File: config.mk
export PLATFORM = sky130hd
export DESIGN_NAME = lcd_reader
export DESIGN_NICKNAME = d
export VERILOG_FILES = /design/src/rtl/lcd_reader.sv
export SDC_FILE = /design/constraint.sdc
export NUM_CORES = 1
export LEC_CHECK = 0
export CAP_MARGIN = 10
export CORE_ASPECT_RATIO = 0.6
export CORE_MARGIN = 3
export CORE_UTILIZATION = 39
export DETAILED_ROUTE_END_ITERATION = 10
export PLACE_DENSITY = 0.76
export SYNTH_ARGS = -nofsm -noshare
export SYNTH_HDL_FRONTEND = slang
export SYNTH_SLANG_ARGS = --single-unit
File: constraint.sdc
create_clock -name clk -period 1.7 [get_ports clk]
set_input_delay 0.34 -clock clk [delete_from_list [all_inputs] [get_ports clk]]
set_output_delay 0.34 -clock clk [all_outputs]
set_load 0.02 [all_outputs]
File: src/rtl/lcd_reader.sv
// HD44780-style LCD read engine for a custom instruction: one timed read, or busy-flag polling.
// Fixed 27-cycle access per read (default timing); all progress gated by clk_en.
module lcd_reader #(
  parameter int T_AS_CYC  = 2,
  parameter int T_EN_CYC  = 12,
  parameter int T_H_CYC   = 2,
  parameter int T_REC_CYC = 11,
  parameter int MAX_POLLS = 4096
) (
  input  logic        clk,
  input  logic        reset,
  input  logic        clk_en,
  input  logic        start,
  input  logic [31:0] dataa,
  input  logic [31:0] datab,
  output logic [31:0] result,
  output logic        done,
  output logic        lcd_enable,
  output logic        lcd_rs,
  output logic        lcd_rw,
  input  logic [7:0]  lcd_data_in
);

  localparam int CW  = 16;
  localparam int PCW = $clog2(MAX_POLLS + 1);

  typedef enum logic [2:0] {
    IDLE    = 3'd0,
    SETUP   = 3'd1,
    EN_HIGH = 3'd2,
    HOLD    = 3'd3,
    RECOVER = 3'd4,
    DONE    = 3'd5
  } state_t;

  state_t         r_state;
  logic [CW-1:0]  r_cnt;
  logic [PCW-1:0] r_polls;
  logic           r_poll_mode;
  logic           r_rs_sel;
  logic [8:0]     r_result;
  logic           r_done;
  logic           r_enable;
  logic           r_rs;
  logic           r_rw;

  logic w_unused;
  assign w_unused = ^{datab, dataa[31:2]};

  // Gating with clk_en keeps done from being seen while the instruction clock is stalled.
  assign done       = r_done & clk_en;
  assign result     = {23'd0, r_result};
  assign lcd_enable = r_enable;
  assign lcd_rs     = r_rs;
  assign lcd_rw     = r_rw;

  always_ff @(posedge clk or negedge reset) begin
    if (!reset) begin
      r_state     <= IDLE;
      r_cnt       <= '0;
      r_polls     <= '0;
      r_poll_mode <= 1'b0;
      r_rs_sel    <= 1'b0;
      r_result    <= '0;
      r_done      <= 1'b0;
      r_enable    <= 1'b0;
      r_rs        <= 1'b0;
      r_rw        <= 1'b0;
    end else if (clk_en) begin
      case (r_state)
        IDLE: begin
          r_done <= 1'b0;
          if (start) begin
            r_state     <= SETUP;
            r_cnt       <= '0;
            r_polls     <= '0;
            r_poll_mode <= dataa[1];
            r_rs_sel    <= dataa[0];
            r_rs        <= dataa[0];
            r_rw        <= 1'b1;
          end
        end
        SETUP: begin
          if (r_cnt == CW'(T_AS_CYC - 1)) begin
            r_state  <= EN_HIGH;
            r_cnt    <= '0;
            r_enable <= 1'b1;
          end else begin
            r_cnt <= r_cnt + 1'b1;
          end
        end
        EN_HIGH: begin
          if (r_cnt == CW'(T_EN_CYC - 1)) begin
            r_state       <= HOLD;
            r_cnt         <= '0;
            r_enable      <= 1'b0;
            r_result[7:0] <= lcd_data_in;
          end else begin
            r_cnt <= r_cnt + 1'b1;
          end
        end
        HOLD: begin
          if (r_cnt == CW'(T_H_CYC - 1)) begin
            r_state <= RECOVER;
            r_cnt   <= '0;
          end else begin
            r_cnt <= r_cnt + 1'b1;
          end
        end
        RECOVER: begin
          if (r_cnt == CW'(T_REC_CYC - 1)) begin
            r_cnt <= '0;
            // Busy flag only has meaning on the instruction register (RS=0).
            if (r_poll_mode && !r_rs_sel && r_result[7] && (r_polls < PCW'(MAX_POLLS))) begin
              r_state <= SETUP;
              r_polls <= r_polls + 1'b1;
            end else begin
              r_state     <= DONE;
              r_done      <= 1'b1;
              r_rs        <= 1'b0;
              r_rw        <= 1'b0;
              r_result[8] <= r_poll_mode && !r_rs_sel && r_result[7];
            end
          end else begin
            r_cnt <= r_cnt + 1'b1;
          end
        end
        DONE: begin
          r_done  <= 1'b0;
          r_state <= IDLE;
        end
        default: begin
          r_state  <= IDLE;
          r_done   <= 1'b0;
          r_enable <= 1'b0;
          r_rs     <= 1'b0;
          r_rw     <= 1'b0;
        end
      endcase
    end
  end

endmodule

Word level (Yosys, flattened, before mapping)
Index checks and enable logic that the tools add are counted.
- register bits after elaboration: 47
- output and inout bits: 36
- $add $sub $neg: 2
- $lt $le $gt $ge: 1
- equal/unequal tests: 15
- multiplexer cells: 28
- bitwise gates (word level): 5
- reduce and logical (&&, ||, !) cells: 20
- operators with widths (kind ; count):
    $mux 16 ; 4
    $pmux 16 s4 ; 1
    $mux 13 ; 3
    $eq 16x4->1 const B ; 2
    $pmux 13 s2 ; 1
    $mux 3 ; 6
    $add 16x1->16 const B ; 1
    $eq 16x1->1 const B ; 1
    $pmux 3 s5 ; 1
    $ne 2x2->1 const B ; 7
    $add 13x1->13 const B ; 1
    $lt 13x13->1 const B ; 1
    $reduce_and 4->1 ; 3
    $reduce_and 5->1 ; 2
    $pmux 1 s3 ; 3
    $reduce_and 3->1 ; 3
    $mux 1 ; 8
    $reduce_or 4->1 ; 2
    $eq 3x2->1 const B ; 2
    $eq 3x3->1 const B ; 2
    $reduce_and 6->1 ; 1
    $not 1->1 ; 4
    $reduce_bool 4->1 ; 1
    $eq 3x1->1 const B ; 1
    other kinds (8) ; 10

Logic depth before layout (Yosys ltp)
- word-level depth: 7
- gate-level depth with buffers: 9

Worst setup path after synthesis
Ideal clock, no wire load.
- kind: register to register
- start point: reg r_cnt[0]
- end point: reg r_cnt[5]
- library setup time: 0.090 ns
- data arrival time: 1.816 ns
- required time: 1.610 ns
- path slack: -0.206 ns
- stages on the path, launching flop included: 10
- path buffers: 1
- clock period less this slack: 1.906 ns
- path through: dfrtp_1 > inv_1 > ha_1 > nor4bb_1 > and4_1 > or2_4 > and3_4 > nand2b_4 > buf_6 > o31ai_4
- cells in the longest elaborated chain, start to end: 3
- elaborated cells on any way between the ends: 8
- those cells by class: add/sub: 1; eq/ne: 3; mux: 4
- RTL lines (item ; RTL line ; source):
    start, declared ; 37 ; logic [CW-1:0] r_cnt;
    start signal, assigned ; 89 ; r_cnt <= r_cnt + 1'b1;
    start signal, assigned ; 99 ; r_cnt <= r_cnt + 1'b1;
    start signal, assigned ; 107 ; r_cnt <= r_cnt + 1'b1;
    $add 16x1->16, or another cell as far along ; - ;
    $mux 16, on equally long branches ; - ;
    $pmux 16 s4 (*) ; 70 ; case (r_state)
Mark *: on every way between the ends. The rest lies on a longest branch, timed or not.
A chain may end at the register's enable or synchronous reset.

Worst setup path in the final report
- start point: reg r_cnt[8]
- end point: reg r_cnt[11]
The elaborated chain is that of the path after synthesis.

==> metrics.cfg <==
[run_status]
status = complete, but fails checks
violations = negative hold slack, negative setup slack

[route]
post_drt_via_cell_ratio = 5.450
drc_errors = 0
ant_nets = 0
drt_iter0_drc = 246
vias = 2567
wl_um = 8306
dr.pass1.iters = 5
wl_per_cell_um = 17.63

[grt]
grt_max_degree = 32
grt_util_all_layers_pct = 19.39
grt_pass1_vias = 2422
antenna_found_initial = 0
grt.overflow.total = 0
grt_first_pass_wirelength_um = 12500

[die]
initial_core_util_pct = 40.81
die_w_um = 114.8
ios = 112
die_area_mm2 = 0.008187
core-area_mm2 = 0.006792
die-height_um = 71.30
placementRows = 23

[yosys]
netlist_area_mm2 = 0.002771
yosys_warnings = 0
syn-mean-instance-area_um2 = 9.724
synth_top_area_share_pct = 42.44
ys_types = 52
ys_ff_latch = 47
syn_inst = 285
synth_seq_area_share_pct = 42.44
ys_top_cells_by_area = dfrtp_1 (42%), buf_4 (6.5%), mux2_2 (4.1%)
synth_largest_area_cell = dfrtp_1

[placed_design]
place_ws_ps = -541.1
dp.cells = 448
portBuffers = 26
gp_congestion = 0.8708
dpl.hpwl_um = 5252

[job]
drv_cap = 0

[cts]
insertion_delay_ps = 290
cts_made_buffers = 5
cts_root_buf = clkbuf_16
clk_path_buf_depth = 2
cts_sinks = 47
cts_tree = done
htreeDepth = 2
clk_pin_slew_ps = 60

[timing]
max_freq_mhz = 484.6
report.final.slew_viol_count = 0
clock_skew_ps = 6.437
finalCriticalPeriod_ps = 2064
period_share_pct = 121.4
whs_ps = -12.22
setup_ws_ps = -363.6
rsz0062_at_grt = true
hold_viol = 16
setup_viol = 45

[setup_path]
r2r_end = r_cnt[11]
critPathMaxFanout = 6
startpoint_type = flop
rrSetupSlack_ps = -360
critPathRequiredTime_ps = 1880
cp-end-kind = flop
cp.arrival_ps = 2240
endpoint = r_cnt[11]
ff2ff_path_depth = 7
critical_path.startpoint = r_cnt[8]
crit_type = flop to flop
crit-reg2reg-launch = r_cnt[8]

[finish]
area_delta_synth_final_pct = 50.70
final_common_cell = buf_4
antenna_cells = 0
fin_nets = 463
final_cell_mix = buf_4 (56), dfrtp_1 (47), nand2_1 (25)
finalNonFillerCells = 471
fillers = 495
drive_gt1_share_pct = 40.63

[worst_hold_path]
hp-class = input port to asynchronous set/reset pin

[power]
p_per_area_mw_per_mm2 = 1035
peakVddDrop_mv = 0.5530
total_leakage_power_nw = 1.884

[registers in the layout, indices dropped and copies added, names as in the netlist]
name and cells:
r_rs_sel 1, r_result 9, lcd_enable 1, r_cnt 16, lcd_rw 1, r_poll_mode 1, r_done 1, lcd_rs 1
r_polls 13, r_state 3
[per-stage QoR]
stage               TNS (ps)  utilization [%]  cell area, um^2  total power [mW]
finish                 -9743            61.50             4177             4.322
global route          -12510            61.50             4177             4.513
CTS                    -7799            59.08             4013             4.213
detailed placement    -15940            52.65             3576             2.772
global placement      -14330            52.65             3576             2.717
floorplan              -2925                -             2972             2.223
[cell usage after synthesis (all sizes together)]
cell / instances
o211ai: 5
nand2: 28
mux2i: 3
or4b: 2
nand4bb: 1
o211a: 1
and2: 2
nor3: 9
nor4: 4
o21bai: 2
or3: 5
buf: 30
o31ai: 3
inv: 5
nand4: 3
clkbuf: 3
nor4bb: 1
a41oi: 1
o21ai: 21
conb: 1
and4: 1
xnor2: 3
mux2: 10
dfrtp: 47
a22o: 3
a21o: 3
or3b: 1
o2bb2ai: 5
nor2: 22
and3: 11
nand3: 22
o22ai: 1
o41ai: 1
or2: 1
xor2: 2
ha: 4
a31oi: 3
a21oi: 6
nand3b: 1
nand2b: 8
[worst min path at each step]
| stage | startpoint | end | cells after the start |
|---|---|---|---|
| finish | reset | r_result[5] | 1 |
| global route | reset | r_result[2] | 1 |
| CTS | reset | r_result[5] | 1 |
| detailed placement | reset | r_result[5] | 1 |
| global placement | reset | r_result[2] | 1 |
| floorplan | reset | lcd_enable | 0 |
[critical path, cell delays in order (launching register included)]
cell       delay (ps)
dfrtp_1           410
nor4_4            390
nand4_1           280
o21bai_2          280
and3_4            280
buf_12            140
o21ai_2            60
o2bb2ai_2         120
[repair_timing]
item	CTS	global route
gates resized for setup	47	25
setup endpoints to repair	47	48
hold buffers	0	0
cloned	1	0
pin swaps	26	14
buffers inserted	8	7
[cell families (layout without fill, tap and decap cells)]
logic type | after synthesis | after routing | synth area share, %
and+or+nand+nor | 122 | 123 | 24.42
muxes | 13 | 13 | 5.147
DFF | 47 | 47 | 42.44
xor gates and xnor gates | 5 | 5 | 1.580
other | 1 | 23 | 0.1353
buffers and inverters | 38 | 114 | 9.751
AOI/OAI and AO/OA | 55 | 55 | 14.72
adders and majority gates | 4 | 4 | 1.806
[power breakdown]
| group | internal (mW) | switching (mW) |
|---|---|---|
| Clock | 0.844 | 0.427 |
| Combinational | 0.804 | 0.759 |
| Sequential | 1.31 | 0.183 |
| Total | 2.95 | 1.37 |
[layout make-up]
| type | instances | area [um^2] | area share [%] |
|---|---|---|---|
| multi-input combinational | 223 | 1758 | 42.09 |
| sequential | 47 | 1176 | 28.16 |
| timing repair buffer | 101 | 925.9 | 22.17 |
| clock buffer | 6 | 128.9 | 3.086 |
| tap | 87 | 108.9 | 2.606 |
| inverter | 5 | 18.77 | 0.4494 |
| clock inverter | 2 | 60.06 | 1.438 |
[metal layers]
| metal | GRT usage (%) | up-vias | share of wire [%] |
|---|---|---|---|
| li1 | - | 1176 | - |
| met1 | 27.89 | 1265 | 45 |
| met2 | 30.75 | 113 | 48 |
| met3 | 3.713 | 13 | 5.9 |
| met4 | 4.297 | 0 | 1.4 |
| met5 | 0 | - | 0 |
(Power assumes the default switching activity.)
